## config.mk

```make
export PLATFORM = sky130hd
export DESIGN_NAME = spi_operand_loader
export DESIGN_NICKNAME = d
export VERILOG_FILES = /design/src/rtl/spi_op_pkg.sv /design/src/rtl/sync_edge.sv /design/src/rtl/spi_operand_loader.sv
export SDC_FILE = /design/constraint.sdc
export NUM_CORES = 1
export LEC_CHECK = 0
export ABC_AREA = 1
export BUFFER_PORTS_ARGS = -buffer_cell sky130_fd_sc_hd__buf_2
export CORE_MARGIN = 2
export CORE_UTILIZATION = 36
export DETAILED_ROUTE_END_ITERATION = 10
export GPL_TIMING_DRIVEN = 0
export SYNTH_ARGS = -nofsm -noshare
export SYNTH_HDL_FRONTEND = slang
export SYNTH_SLANG_ARGS = --single-unit
```

## constraint.sdc

```tcl
create_clock -name i_clk -period 2.76 [get_ports i_clk]
set_input_delay 0.552 -clock i_clk [delete_from_list [all_inputs] [get_ports i_clk]]
set_output_delay 0.552 -clock i_clk [all_outputs]
set_load 0.005 [all_outputs]
```

## src/rtl/spi_op_pkg.sv

```systemverilog
// Shared widths, FSM state and operand frame layout for the SPI operand loader.
package spi_op_pkg;

    localparam int unsigned OP_W    = 4;
    localparam int unsigned SEL_W   = 2;
    localparam int unsigned FRAME_W = SEL_W + 2 * OP_W;
    // Bit counter must hold FRAME_W+1 so that long frames stay distinguishable
    localparam int unsigned CNT_W   = $clog2(FRAME_W + 2);

    typedef enum logic {
        IDLE  = 1'b0,
        SHIFT = 1'b1
    } state_t;

    typedef struct packed {
        logic [SEL_W-1:0] sel;
        logic [OP_W-1:0]  a;
        logic [OP_W-1:0]  b;
    } op_frame_t;

endpackage

```

## src/rtl/sync_edge.sv

```systemverilog
// Multi-stage synchronizer for an asynchronous level, with registered
// single-cycle rise and fall pulses derived from the synchronized value.
module sync_edge #(
    parameter int unsigned STAGES  = 2,
    parameter logic        RST_VAL = 1'b0
) (
    input  logic i_clk,
    input  logic i_rst,
    input  logic i_d,
    output logic o_rise,
    output logic o_fall
);

    logic [STAGES-1:0] r_sync;
    logic              r_prev;
    logic              r_rise;
    logic              r_fall;
    logic              w_level;

    assign w_level = r_sync[STAGES-1];

    // Synchronizer chain, reset to the pin's idle level so reset creates no edge
    always_ff @(posedge i_clk) begin
        if (i_rst) begin
            r_sync <= {STAGES{RST_VAL}};
            r_prev <= RST_VAL;
        end else begin
            r_sync <= {r_sync[STAGES-2:0], i_d};
            r_prev <= w_level;
        end
    end

    // Registered edge pulses
    always_ff @(posedge i_clk) begin
        if (i_rst) begin
            r_rise <= 1'b0;
            r_fall <= 1'b0;
        end else begin
            r_rise <= w_level & ~r_prev;
            r_fall <= ~w_level & r_prev;
        end
    end

    assign o_rise = r_rise;
    assign o_fall = r_fall;

endmodule

```

## src/rtl/spi_operand_loader.sv

```systemverilog
// SPI mode 0 slave that receives {select, a, b} MSB first, stages the frame,
// commits it to the operand registers on a confirm rising edge, and shifts
// the committed operands back out on miso during each frame.
module spi_operand_loader
    import spi_op_pkg::*;
#(
    parameter int unsigned SYNC_STAGES = 2
) (
    input  logic             i_clk,
    input  logic             i_rst,
    input  logic             i_sclk,
    input  logic             i_ss_n,
    input  logic             i_mosi,
    input  logic             i_confirm,
    output logic [SEL_W-1:0] o_select,
    output logic [OP_W-1:0]  o_a,
    output logic [OP_W-1:0]  o_b,
    output logic             o_frame_valid,
    output logic             o_pending,
    output logic             o_frame_err,
    output logic             o_miso
);

    // Synchronized edge events
    logic w_sclk_rise;
    logic w_sclk_fall;
    logic w_ss_rise;
    logic w_ss_fall;
    logic w_conf_rise;
    logic w_conf_fall_unused;
    logic w_mosi_s;

    // FSM
    state_t r_state;
    state_t w_state_next;

    // Control strobes from the output decoder
    logic w_start;
    logic w_rx_shift;
    logic w_tx_shift;
    logic w_end_ok;
    logic w_end_err;
    logic w_commit;

    // Datapath
    logic [SYNC_STAGES-1:0] r_mosi_sync;
    logic [FRAME_W-1:0]     r_rx_sr;
    logic [FRAME_W-1:0]     r_tx_sr;
    logic [CNT_W-1:0]       r_bit_cnt;
    op_frame_t              r_staged;
    op_frame_t              r_commit;
    logic                   r_pending;
    logic                   r_frame_valid;
    logic                   r_frame_err;

    sync_edge #(
        .STAGES  (SYNC_STAGES),
        .RST_VAL (1'b0)
    ) u_sync_sclk (
        .i_clk  (i_clk),
        .i_rst  (i_rst),
        .i_d    (i_sclk),
        .o_rise (w_sclk_rise),
        .o_fall (w_sclk_fall)
    );

    sync_edge #(
        .STAGES  (SYNC_STAGES),
        .RST_VAL (1'b1)
    ) u_sync_ss_n (
        .i_clk  (i_clk),
        .i_rst  (i_rst),
        .i_d    (i_ss_n),
        .o_rise (w_ss_rise),
        .o_fall (w_ss_fall)
    );

    sync_edge #(
        .STAGES  (SYNC_STAGES),
        .RST_VAL (1'b0)
    ) u_sync_confirm (
        .i_clk  (i_clk),
        .i_rst  (i_rst),
        .i_d    (i_confirm),
        .o_rise (w_conf_rise),
        .o_fall (w_conf_fall_unused)
    );

    // mosi chain of equal depth so the sampled bit lines up with sclk rise
    always_ff @(posedge i_clk) begin
        if (i_rst) begin
            r_mosi_sync <= '0;
        end else begin
            r_mosi_sync <= {r_mosi_sync[SYNC_STAGES-2:0], i_mosi};
        end
    end

    assign w_mosi_s = r_mosi_sync[SYNC_STAGES-1];

    // FSM state register
    always_ff @(posedge i_clk) begin
        if (i_rst) begin
            r_state <= IDLE;
        end else begin
            r_state <= w_state_next;
        end
    end

    // FSM next-state logic; sclk activity is irrelevant outside a frame
    always_comb begin
        w_state_next = r_state;
        case (r_state)
            IDLE:    if (w_ss_fall) w_state_next = SHIFT;
            SHIFT:   if (w_ss_rise) w_state_next = IDLE;
            default: w_state_next = IDLE;
        endcase
    end

    // FSM output decode into datapath strobes
    always_comb begin
        w_start    = 1'b0;
        w_rx_shift = 1'b0;
        w_tx_shift = 1'b0;
        w_end_ok   = 1'b0;
        w_end_err  = 1'b0;
        case (r_state)
            IDLE: begin
                w_start = w_ss_fall;
            end
            SHIFT: begin
                w_rx_shift = w_sclk_rise & ~w_ss_rise;
                w_tx_shift = w_sclk_fall & ~w_ss_rise;
                w_end_ok   = w_ss_rise & (r_bit_cnt == CNT_W'(FRAME_W));
                w_end_err  = w_ss_rise & (r_bit_cnt != CNT_W'(FRAME_W));
            end
            default: begin
                w_start = 1'b0;
            end
        endcase
    end

    // A commit only acts on a confirm edge while a frame is staged
    assign w_commit = w_conf_rise & r_pending;

    // Receive shift register and saturating bit counter
    always_ff @(posedge i_clk) begin
        if (i_rst) begin
            r_rx_sr   <= '0;
            r_bit_cnt <= '0;
        end else if (w_start) begin
            r_bit_cnt <= '0;
        end else if (w_rx_shift) begin
            r_rx_sr <= {r_rx_sr[FRAME_W-2:0], w_mosi_s};
            if (r_bit_cnt != CNT_W'(FRAME_W + 1)) begin
                r_bit_cnt <= r_bit_cnt + CNT_W'(1);
            end
        end
    end

    // Readback shifter: loaded at frame start, zero-fills so miso idles low
    always_ff @(posedge i_clk) begin
        if (i_rst) begin
            r_tx_sr <= '0;
        end else if (w_start) begin
            r_tx_sr <= r_commit;
        end else if (w_tx_shift) begin
            r_tx_sr <= {r_tx_sr[FRAME_W-2:0], 1'b0};
        end else if (w_end_ok || w_end_err) begin
            r_tx_sr <= '0;
        end
    end

    // Staging register, pending flag and frame error pulse
    always_ff @(posedge i_clk) begin
        if (i_rst) begin
            r_staged    <= '0;
            r_pending   <= 1'b0;
            r_frame_err <= 1'b0;
        end else begin
            r_frame_err <= w_end_err;
            if (w_end_ok) begin
                r_staged <= op_frame_t'(r_rx_sr);
            end
            // A frame landing together with a commit keeps pending set
            if (w_end_ok) begin
                r_pending <= 1'b1;
            end else if (w_commit) begin
                r_pending <= 1'b0;
            end
        end
    end

    // Committed operands; take the staged value present before this edge
    always_ff @(posedge i_clk) begin
        if (i_rst) begin
            r_commit      <= '0;
            r_frame_valid <= 1'b0;
        end else begin
            r_frame_valid <= w_commit;
            if (w_commit) begin
                r_commit <= r_staged;
            end
        end
    end

    assign o_select      = r_commit.sel;
    assign o_a           = r_commit.a;
    assign o_b           = r_commit.b;
    assign o_frame_valid = r_frame_valid;
    assign o_pending     = r_pending;
    assign o_frame_err   = r_frame_err;
    assign o_miso        = r_tx_sr[FRAME_W-1];

endmodule
```

Yosys cells after proc, flatten, opt, wreduce, memory -nomap -nowiden
Index checks and enable logic that the tools add are counted.
{"block": "op_classes", "addsub": 1, "n_eq_ne": 3, "mux": 13, "n_bitwise": 18, "n_reduce_logical": 6}
{"op": "2-to-1 mux 10 bit", "n": 3}
{"op": "AND 1 bit", "n": 10}
{"op": "2-to-1 mux 1 bit", "n": 9}
{"op": "inequality test 4 bit (second input constant)", "n": 2}
{"op": "NOT 1 bit", "n": 8}
{"op": "adder 4 x 1 -> 4 bit (second input constant)", "n": 1}
{"op": "== test 4 bit (second input constant)", "n": 1}
{"op": "AND reduction 2 bit", "n": 2}
{"op": "nonzero test 3 bit", "n": 1}
{"op": "case mux 1 bit (2 select lines)", "n": 1}
{"op": "nonzero test 2 bit", "n": 1}
{"op": "OR reduction 2 bit", "n": 1}
{"op": "logical OR 1 bit", "n": 1}
{"block": "totals", "register_bits": 64, "in_bits": 6, "output_inout_bits": 14, "word_cells": 66}

Logic depth before layout (Yosys ltp)
Gate-level depths: netlist of the first run.
{"block": "depth", "ltp_word": 7, "depth_mapped": 8}

By module
Synthesis of the first run repeated with hierarchy kept, for this count alone.
{"block": "hier_totals", "cells_unflattened": 313, "area_unflattened_um2": 2389.8}
{"mod": "spi_operand_loader", "instances": 1, "cells_each": 269, "area_per_inst_um2": 1970.6, "seq_area_each_um2": 1001.0}
{"mod": "sync_edge at u_sync_confirm ...", "instances": 2, "cells_each": 15, "area_per_inst_um2": 140.1, "seq_area_each_um2": 100.1}
{"mod": "sync_edge at u_sync_ss_n", "instances": 1, "cells_each": 14, "area_per_inst_um2": 138.9, "seq_area_each_um2": 100.1}

Worst setup path before layout of the first run
Ideal clock, no wire load.
{"block": "synth_path", "kind": "register to register", "from": "register r_bit_cnt[0]", "to": "register r_staged[3] in the netlist's numbering", "setup_time_ps": 116, "arrival_ps": 1046, "required_time_ps": 2644, "path_slack_ps": 1598, "path_stages_with_launch": 8, "n_path_buf": 1, "period_less_slack_ps": 1162, "path_cell_list": "dfxtp_1 -> inv_1 -> ha_1 -> nand3_2 -> nor2_4 -> buf_6 -> o21ai_0 -> nor2_1"}
{"block": "synth_via", "elab_chain_len": 3}
{"item": "start: declaration", "line_no": "spi_operand_loader.sv:49", "source": "logic [CNT_W-1:0] r_bit_cnt;"}
{"item": "start signal: assignment", "line_no": "spi_operand_loader.sv:155", "source": "r_bit_cnt <= r_bit_cnt + CNT_W'(1);"}
{"item": "== test 4 bit", "line_no": "spi_operand_loader.sv:133", "source": "w_end_ok = w_ss_rise & (r_bit_cnt == CNT_W'(FRAME_W));"}
{"item": "AND 1 bit", "line_no": "spi_operand_loader.sv:133"}
{"item": "2-to-1 mux 1 bit", "line_no": "spi_operand_loader.sv:126", "source": "case (r_state)"}
{"item": "end signal: assignment", "line_no": "spi_operand_loader.sv:182", "source": "r_staged <= op_frame_t'(r_rx_sr);"}
{"item": "end: declaration", "line_no": "spi_operand_loader.sv:50", "source": "op_frame_t r_staged;"}
No other way between the ends.
A chain may end at the register's enable or synchronous reset.

Worst setup path after layout of the first run
{"block": "layout_path", "from": "register r_commit, in the netlist o_b[1]", "to": "output port o_b[1]"}
{"item": "start: declaration", "line_no": "spi_operand_loader.sv:51", "source": "op_frame_t r_commit;"}
{"item": "start signal: assignment", "line_no": "spi_operand_loader.sv:201", "source": "r_commit <= r_staged;"}
{"item": "end: declaration", "line_no": "spi_operand_loader.sv:17", "source": "output logic [OP_W-1:0] o_b,"}
No word-level cell between the ends.

==> flow_metrics.tcl, run 1 <==
set metrics [dict create \
    synthFlopType "dfxtp_1" \
    clockRootBuffer "clkbuf_8" \
    port_buffers 19 \
    status "finished clean" \
    postCtsHoldBufs 0 \
    die_area_um2 7630 \
    n_antenna_cell 0 \
    synth_top_area_frac 0.512 \
    pwr-share-clk 0.453 \
    cap_violations 0 \
    vias_per_cell 4.70 \
    synth-edff-count 0 \
    relSlewSlack 0.737 \
    design.core.area_um2 6760 \
    fillerInstances 693 \
    drc_errors 0 \
    ys_ff_latch 64 \
    dp_cells 405 \
    htreeDepth 3 \
    cp_slowest_stage_delay_ns 0.38 \
    vias 1980 \
    grt_pass1_wl_um 8820 \
    ctsLongestPathBuffers 2 \
    clkTransAtPathRegs_ns 0.08 \
    avgSynthCellArea_um2 8.17 \
    first_pass_iters 4 \
    cp.arrival_ns 0.86 \
    reg2reg_from "r_bit_cnt[1]" \
    drtIter0Drc 137 \
    fin_crit_sh 0.510 \
    ys_warn_count 0 \
    overflow 0 \
    io-pin-count 20 \
    yosysMostFrequentCell "dfxtp_1" \
    hold_viol_final 0 \
    ant_nets 0 \
    critPathTopFamily "flip-flops" \
    peakVddDrop_mv 0.277 \
    die-width_um 87.4 \
    reg2reg_depth 7 \
    grt_pass1_vias 1826 \
    fmax_mhz 710 \
    finalMaxSlewViolations 0 \
    end_kind "primary output" \
    initial_core_util 0.370 \
    post_drt_wl_per_cell_um 12.2 \
    async_reset_ff_frac 0 \
    p_switching_w 0.000417 \
    synth_cell_types 26 \
    finalNonFillerCells 421 \
    globalplace.congestion 0.785 \
    die_y_um 87.4 \
    whs_endpoint "u_sync_ss_n.r_sync[0]" \
    fin_util 0.429 \
    hold_depth 2 \
    p_sw_frac 0.230 \
    yosys.area.top_type "dfxtp_1" \
    timing.rr.end "r_staged[2]" \
    grt_max_degree 13 \
    cts_tree "built" \
    synthTopCellsByCount "dfxtp_1 (64), nor2_1 (54), nand2_1 (34)" \
    clock_latency_ns 0.34 \
    slowest_stage "dfxtp_1" \
    antenna_found_initial 0 \
    critPathKind "flop to primary output" \
    min_from "i_ss_n" \
    power.leakage_nw 1.22 \
    numCtsBuffers 9 \
    netlist_top_cells_area "dfxtp_1 (51%), nor2_1 (8.1%), nand2_1 (5.1%), inv_1 (4.7%), a21oi_1 (4.6%)" \
    tightest_slew_ns 0.395 \
    grt_util_all_layers 0.152 \
    total_power_w 0.00181 \
    skew_ns 0.0135 \
    wl_um 5120 \
    setup_violations 0 \
    rsz0062_at_grt "no" \
    synthCells 306 \
    start_kind "flop" \
    p_comb_frac 0.030 \
    syn2layout_area_growth_pct 16.0 \
    cts.repair.resized 0 \
    hpwl_um 3630 \
    fin_nets 344 \
    power.density_nw_per_um2 625 \
    drive_gt1_frac 0.217 \
    cp.buffers_inverters 1 \
    p_int_w 0.00140 \
    syn_area_um2 2500 \
    p_seq_frac 0.517 \
    post_cts_buffers 0 \
    worstPathRequired_ns 2.21 \
    finalCriticalPeriod_ns 1.41 \
    rrSetupSlack_ns 1.47 \
    hold_path.class "input pin to flop" \
    path_max_fanout 3 \
    rows 30 \
    ys_seq_area_frac 0.512 \
    synth.net_count 314 \
    cts.sinks 64 \
    path_cells "buf_2" \
    fin_setup_tns_ns 0 \
]
-- flip-flops by register name, indices dropped and copies added, names as in the netlist, 2 cells and up --
name                   cells
r_staged                  10
o_select                   2
r_tx_sr                   10
o_a                        4
r_rx_sr                   10
u_sync_confirm.r_sync      2
r_mosi_sync                2
u_sync_sclk.r_sync         2
o_b                        4
r_bit_cnt                  4
u_sync_ss_n.r_sync         2
-- cells in the final DEF, fill, tap and decap left out, types with 4 or more instances in the layout --
| master | n |
|---|---|
| o21ai_0 | 22 |
| dfxtp_1 | 64 |
| inv_1 | 31 |
| buf_6 | 6 |
| nor2_2 | 10 |
| clkbuf_8 | 10 |
| and2_1 | 4 |
| o21ai_1 | 9 |
| nand2_1 | 34 |
| nand3_1 | 4 |
| nand4_1 | 15 |
| a21oi_1 | 23 |
| nor2_1 | 54 |
| buf_2 | 25 |
-- final cells by class --
| class | instances | area [um^2] | area share |
|---|---|---|---|
| multi-input combinational | 190 | 961 | 0.331 |
| timing repair buffer | 19 | 95.1 | 0.0328 |
| sequential | 64 | 1280 | 0.442 |
| tap | 80 | 100 | 0.0345 |
| buffer | 15 | 113 | 0.0388 |
| inverter | 37 | 146 | 0.0505 |
| clock inverter | 6 | 67.6 | 0.0233 |
| clock buffer | 10 | 138 | 0.0474 |
-- cells by family (layout without fill, tap and decap cells) --
kind of cell	after synthesis	in the layout	share of synthesized area
flops	64	64	0.512
compound gates	55	55	0.112
simple gates	133	133	0.263
buf+inv	52	87	0.104
fa+ha+maj	2	2	0.0100
-- power by group through the flow --
stage                     Combinational [W]  Sequential, W  Clock [W]
after floorplan                   0.0000387       0.000959          0
after global placement            0.0000538       0.000960          0
after detailed placement          0.0000547       0.000960          0
after CTS                         0.0000548       0.000938   0.000841
after global routing              0.0000615       0.000939   0.000890
final                             0.0000541       0.000939   0.000821
-- how the worst max path moves through the flow --
stage	from	end	slack, ns	cells past startpoint
final	o_b[1]	o_b[1]	1.35	1
after global routing	o_b[1]	o_b[1]	1.30	1
after CTS	o_b[1]	o_b[1]	1.33	1
after detailed placement	i_rst	o_a[1]	1.28	5
after global placement	i_rst	o_a[1]	1.29	5
after floorplan	r_bit_cnt[0]	r_staged[3]	1.60	7
-- metrics by stage --
step	instance area, um^2	hold WS, ns	setup WS [ns]
global route	2900	0.395	1.30
global placement	2700	0.378	1.29
CTS	2900	0.379	1.33
floorplan	2500	0.373	1.60
detailed placement	2700	0.399	1.28
finish	2900	0.393	1.35
-- metal layers --
metal,routed length [um],global-route usage,vias to the layer above
met5,0,0,-
met4,80,0.0629,0
met3,229,0.0502,7
met2,2300,0.219,34
met1,2510,0.207,900
li1,-,-,1039
Note: power is estimated with default switching activity, not from simulation.
==> inputs of run 2 (changes only) <==
Settings changed: ABC_AREA 1 to 0.
Clock period 2.76 ns to 1.2 ns, I/O delays scaled along.
==> flow_metrics.tcl, run 2 <==
set metrics [dict create \
    skew_ns 0.00966 \
    grt_util_all_layers 0.144 \
    layout_common_cells "nand2_1 (63), dfxtp_1 (59), buf_2 (22), a21oi_1 (17), nor2b_1 (15)" \
    yosysMostFrequentCell "dfxtp_1" \
    finalMaxSlewViolations 0 \
    grt_max_degree 13 \
    holdWs_ns 0.0769 \
    synthFlopType "dfxtp_1" \
    hold_depth 2 \
    die-width_um 85.6 \
    ys_seq_area_frac 0.534 \
    tightest_slew_ns 0.529 \
    clockRootBuffer "clkbuf_8" \
    rows 29 \
    rsz0062_at_grt "yes" \
    clkTransAtPathRegs_ns 0.08 \
    port_buffers 19 \
    numCtsBuffers 9 \
    drc_errors 0 \
    power.density_nw_per_um2 1590 \
    yosys.area.top_type "dfxtp_1" \
    grt_pass1_vias 1653 \
    synthCells 261 \
    die_area_um2 7340 \
    status "finished, violations left" \
    critPathKind "flop to flop" \
    hold_viol_final 0 \
    reg2reg_depth 5 \
    fmax_mhz 774 \
    fin_nets 307 \
    clock_latency_ns 0.34 \
    relSlewSlack 0.648 \
    ys_ff_latch 64 \
    ys_warn_count 0 \
    layout_setup_ws_ns -0.0923 \
    synth.net_count 269 \
    peakVddDrop_mv 0.821 \
    initial_core_util 0.376 \
    p_sw_frac 0.193 \
    postCtsHoldBufs 0 \
    syn_area_um2 2400 \
    drive_gt1_frac 0.276 \
    globalplace.congestion 0.778 \
    netlist_top_cells_area "dfxtp_1 (53%), nand2_1 (9.9%), a21oi_1 (4.6%), mux2i_1 (4.6%), nor2b_1 (4.4%)" \
    worstPathRequired_ns 1.47 \
    wl_um 5170 \
    ctsLongestPathBuffers 2 \
    async_reset_ff_frac 0 \
    power.leakage_nw 1.20 \
    htreeDepth 3 \
    final_common_cell "nand2_1" \
    drtIter0Drc 95 \
    vias 1876 \
    p_seq_frac 0.435 \
    synthTopCellsByCount "dfxtp_1 (64), nand2_1 (63), a21oi_1 (22)" \
    p_comb_frac 0.026 \
    pwr-share-clk 0.539 \
    hold_path.class "input pin to flop" \
    overflow 0 \
    cap_violations 0 \
    cts.sinks 64 \
    die_y_um 85.6 \
    synth_top_area_frac 0.534 \
    hpwl_um 3370 \
    fin_setup_tns_ns -0.902 \
    setup_violations 13 \
    start_kind "flop" \
    p_int_w 0.00400 \
    vias_per_cell 4.92 \
    n_antenna_cell 0 \
    top_regs "r_rx_sr: 10 flops, r_staged: 10 flops, r_tx_sr: 10 flops" \
    synth_cell_types 35 \
    synth-edff-count 0 \
    fin_crit_sh 1.08 \
    antenna_found_initial 0 \
    io-pin-count 20 \
    path_max_fanout 10 \
    ant_nets 0 \
    violations "setup timing" \
    p_switching_w 0.000953 \
    first_pass_iters 4 \
    grt_pass1_wl_um 8170 \
    cts_tree "built" \
    cp.arrival_ns 1.56 \
    finalCriticalPeriod_ns 1.29 \
    end_kind "flop" \
    fillerInstances 599 \
    design.core.area_um2 6390 \
    post_drt_wl_per_cell_um 13.6 \
    avgSynthCellArea_um2 9.19 \
    syn2layout_area_growth_pct 29.6 \
]
-- run 2: final timing paths --
path	from	to	slack, ns
worst max-delay path	r_bit_cnt[1]	r_staged[7]	-0.09
worst min-delay path	i_ss_n	u_sync_ss_n.r_sync[0]	0.08
worst max register to register	r_bit_cnt[1]	r_staged[7]	-0.09
worst min register to register	u_sync_confirm.r_prev	u_sync_confirm.o_rise	0.39
-- run 2: kinds of logic after synthesis --
| family | count (synthesis) | synth area share |
|---|---|---|
| AND/OR/NAND/NOR | 116 | 0.244 |
| flip-flops | 64 | 0.534 |
| AO/OA/AOI/OAI | 47 | 0.121 |
| buffers and inverters | 20 | 0.0396 |
| multiplexers | 12 | 0.0506 |
| adder cells (fa/ha/maj) | 2 | 0.0104 |
-- run 2: what timing repair did --
| item | CTS | global route |
|---|---|---|
| resized for setup | 20 | 21 |
| buffers inserted | 3 | 5 |
| pin swaps | 4 | 5 |
| endpoints found under the setup margin | 31 | 42 |
| cloned | 0 | 2 |
-- run 2: metal layers --
layer,GRT usage,up-vias,part of all wire
met2,0.207,35,0.46
met5,0,-,0
li1,-,953,-
met4,0.0823,0,0.013
met1,0.199,882,0.50
met3,0.0298,6,0.035
-- run 2: final cells by class --
cell class	count	area [um^2]	area share
Timing Repair Buffer	29	175	0.0563
Buffer	14	103	0.0330
Multi-Input combinational cell	177	1130	0.365
Clock buffer	9	124	0.0398
Inverter	4	15.0	0.00483
Sequential cell	64	1290	0.416
Clock inverter	7	168	0.0539
Tap cell	77	96.3	0.0310
-- run 2: per-stage QoR --
step | total power (W) | instance area, um^2 | util | std cells | worst slack (ns)
6_report | 0.00495 | 3110 | 0.487 | 381 | -0.0923
5_1_grt | 0.00510 | 3110 | 0.487 | 381 | -0.158
4_1_cts | 0.00499 | 3000 | 0.470 | 376 | -0.0960
3_5_place_dp | 0.00232 | 2620 | 0.411 | 357 | -0.339
3_3_place_gp | 0.00232 | 2620 | 0.411 | 357 | -0.335
2_1_floorplan | 0.00228 | 2430 | - | 261 | -0.00906
-- run 2: worst max-delay path, stage by stage (launching register included) --
cell and delay (ns):
dfxtp_4 0.38, ha_4 0.13, and3b_1 0.17, nor2b_4 0.19, buf_8 0.17, mux2i_1 0.18
-- run 2: power by group through the flow --
stage	sequential, W	combinational, W	clock, W
2_1_floorplan	0.00220	0.0000759	0
3_3_place_gp	0.00221	0.000113	0
3_5_place_dp	0.00221	0.000113	0
4_1_cts	0.00215	0.000120	0.00271
5_1_grt	0.00216	0.000144	0.00280
6_report	0.00215	0.000130	0.00267
==> inputs of run 3 (changes only) <==
Settings changed: BUFFER_PORTS_ARGS -buffer_cell sky130_fd_sc_hd__buf_2 to not set, DONT_BUFFER_PORTS set to 1.
==> flow_metrics.tcl, run 3 (synthesis results as in run 2) <==
set metrics [dict create \
    design.core.area_um2 6390 \
    drtIter0Drc 114 \
    grt_pass1_wl_um 8380 \
    hpwl_um 3350 \
    first_pass_iters 4 \
    pwr-share-clk 0.498 \
    die_area_um2 7340 \
    p_switching_w 0.000954 \
    relSlewSlack 0.613 \
    fmax_mhz 751 \
    cp.arrival_ns 1.60 \
    skew_ns 0.00596 \
    rows 29 \
    numCtsBuffers 9 \
    dp_cells 338 \
    drc_errors 0 \
    grt_max_degree 13 \
    rsz0062_at_grt "yes" \
    start_kind "flop" \
    initial_core_util 0.376 \
    grt_util_all_layers 0.149 \
    io-pin-count 20 \
    cts.sinks 64 \
    htreeDepth 3 \
    antenna_found_initial 0 \
    vias 1782 \
    globalplace.congestion 0.746 \
    vias_per_cell 4.98 \
    layout_setup_ws_ns -0.131 \
    fin_area_um2 2910 \
    peakVddDrop_mv 0.573 \
    p_comb_frac 0.025 \
    total_power_w 0.00452 \
    grtUsageMet1 0.190 \
    fin_nets 284 \
    finalCriticalPeriod_ns 1.33 \
    critPathKind "flop to flop" \
    power.leakage_nw 1.05 \
    die-width_um 85.6 \
    drive_gt1_frac 0.192 \
    setup_violations 13 \
    cap_violations 0 \
    clockRootBuffer "clkbuf_8" \
    cts_tree "built" \
    final_common_cell "dfxtp_1" \
    fin_setup_tns_ns -1.25 \
    wl_um 5090 \
    fin_crit_sh 1.11 \
    use_met2 0.222 \
    p_int_w 0.00356 \
    hold_viol_final 0 \
    hold_depth 1 \
    path_max_fanout 10 \
    layout_common_cells "dfxtp_1 (59), nand2_1 (58), a21oi_1 (21), nor2b_1 (15), mux2i_1 (11)" \
    grt-busiest-layer "met2" \
    status "finished, violations left" \
    die_y_um 85.6 \
    syn2layout_area_growth_pct 21.3 \
    post_drt_wl_per_cell_um 14.2 \
    clock_latency_ns 0.34 \
    overflow 0 \
    placed_area_um2 2530 \
    rrSetupSlack_ns -0.13 \
    end_kind "flop" \
    violations "setup timing" \
    port_buffers 0 \
    ant_nets 0 \
    p_sw_frac 0.211 \
    power.density_nw_per_um2 1550 \
    top_regs "r_rx_sr: 10 flops, r_staged: 10 flops, r_tx_sr: 10 flops" \
    gr-usage-met3 0.0462 \
    reg2reg_depth 5 \
    finalMaxSlewViolations 0 \
    tightest_slew_ns 0.581 \
    finalNonFillerCells 358 \
    grt_pass1_vias 1719 \
    worstPathRequired_ns 1.47 \
    clkTransAtPathRegs_ns 0.07 \
    ctsLongestPathBuffers 2 \
    p_seq_frac 0.477 \
    hold_path.class "input pin to flop" \
    n_antenna_cell 0 \
]
## run 3: cell types whose count changed in the layout (fill, tap and decap cells not counted), sizes merged
cell	previous run	this run
buf	37	14
bufinv	5	3
clkbuf	15	14
clkinv	2	3
clkinvlp	0	1
dlygate4sd3	0	1
## run 3: what timing repair did
action	4_1_cts	5_1_grt
cloned	0	1
buffers inserted	3	2
pin swaps	1	6
endpoints found under the hold margin	1	0
setup endpoints to repair	30	40
resized for setup	16	17
hold buffers	1	0
## run 3: layout make-up
| cell class | count | area, um^2 |
|---|---|---|
| fill | 603 | 3470 |
| clock inverter | 7 | 120 |
| tap | 77 | 96.3 |
| inverter | 4 | 15.0 |
| sequential | 64 | 1290 |
| multi-input combinational | 177 | 1100 |
| buffer | 13 | 88.8 |
| clock buffer | 9 | 124 |
| timing repair buffer | 7 | 75.1 |
## run 3: per-layer routing
metal,part of all wire,wire length [um]
met4,0.023,119
met2,0.46,2340
met5,0,0
met3,0.051,261
met1,0.46,2360
## run 3: path summary, 6_finish.rpt
path                                       startpoint               endpoint
worst max-delay path                     r_bit_cnt[1]            r_staged[4]
worst min-delay path                           i_sclk  u_sync_sclk.r_sync[0]
worst max register to register           r_bit_cnt[1]            r_staged[4]
worst min register to register  u_sync_confirm.r_prev  u_sync_confirm.o_rise
## run 3: metrics by stage
stage	setup slack (ns)	hold slack, ns	util
after floorplan	-0.00906	0.337	-
after global placement	-0.161	0.341	0.396
after detailed placement	-0.215	0.342	0.396
after CTS	-0.140	0.00726	0.448
after global routing	-0.183	0.0112	0.456
final	-0.131	0.0206	0.456
## run 3: worst max-delay path, cell delays in order, from the launching register on
cell and delay, ns:
dfxtp_4 0.38, ha_4 0.12, and3b_1 0.20, nor2b_4 0.19
buf_8 0.16, mux2i_1 0.20
## run 3: power groups by stage
stage          sequential [W]  clock [W]  combinational, W
3_5_place_dp          0.00221          0          0.000103
5_1_grt               0.00216    0.00238          0.000125
3_3_place_gp          0.00221          0          0.000101
2_1_floorplan         0.00220          0         0.0000759
4_1_cts               0.00216    0.00228          0.000111
6_report              0.00216    0.00225          0.000114
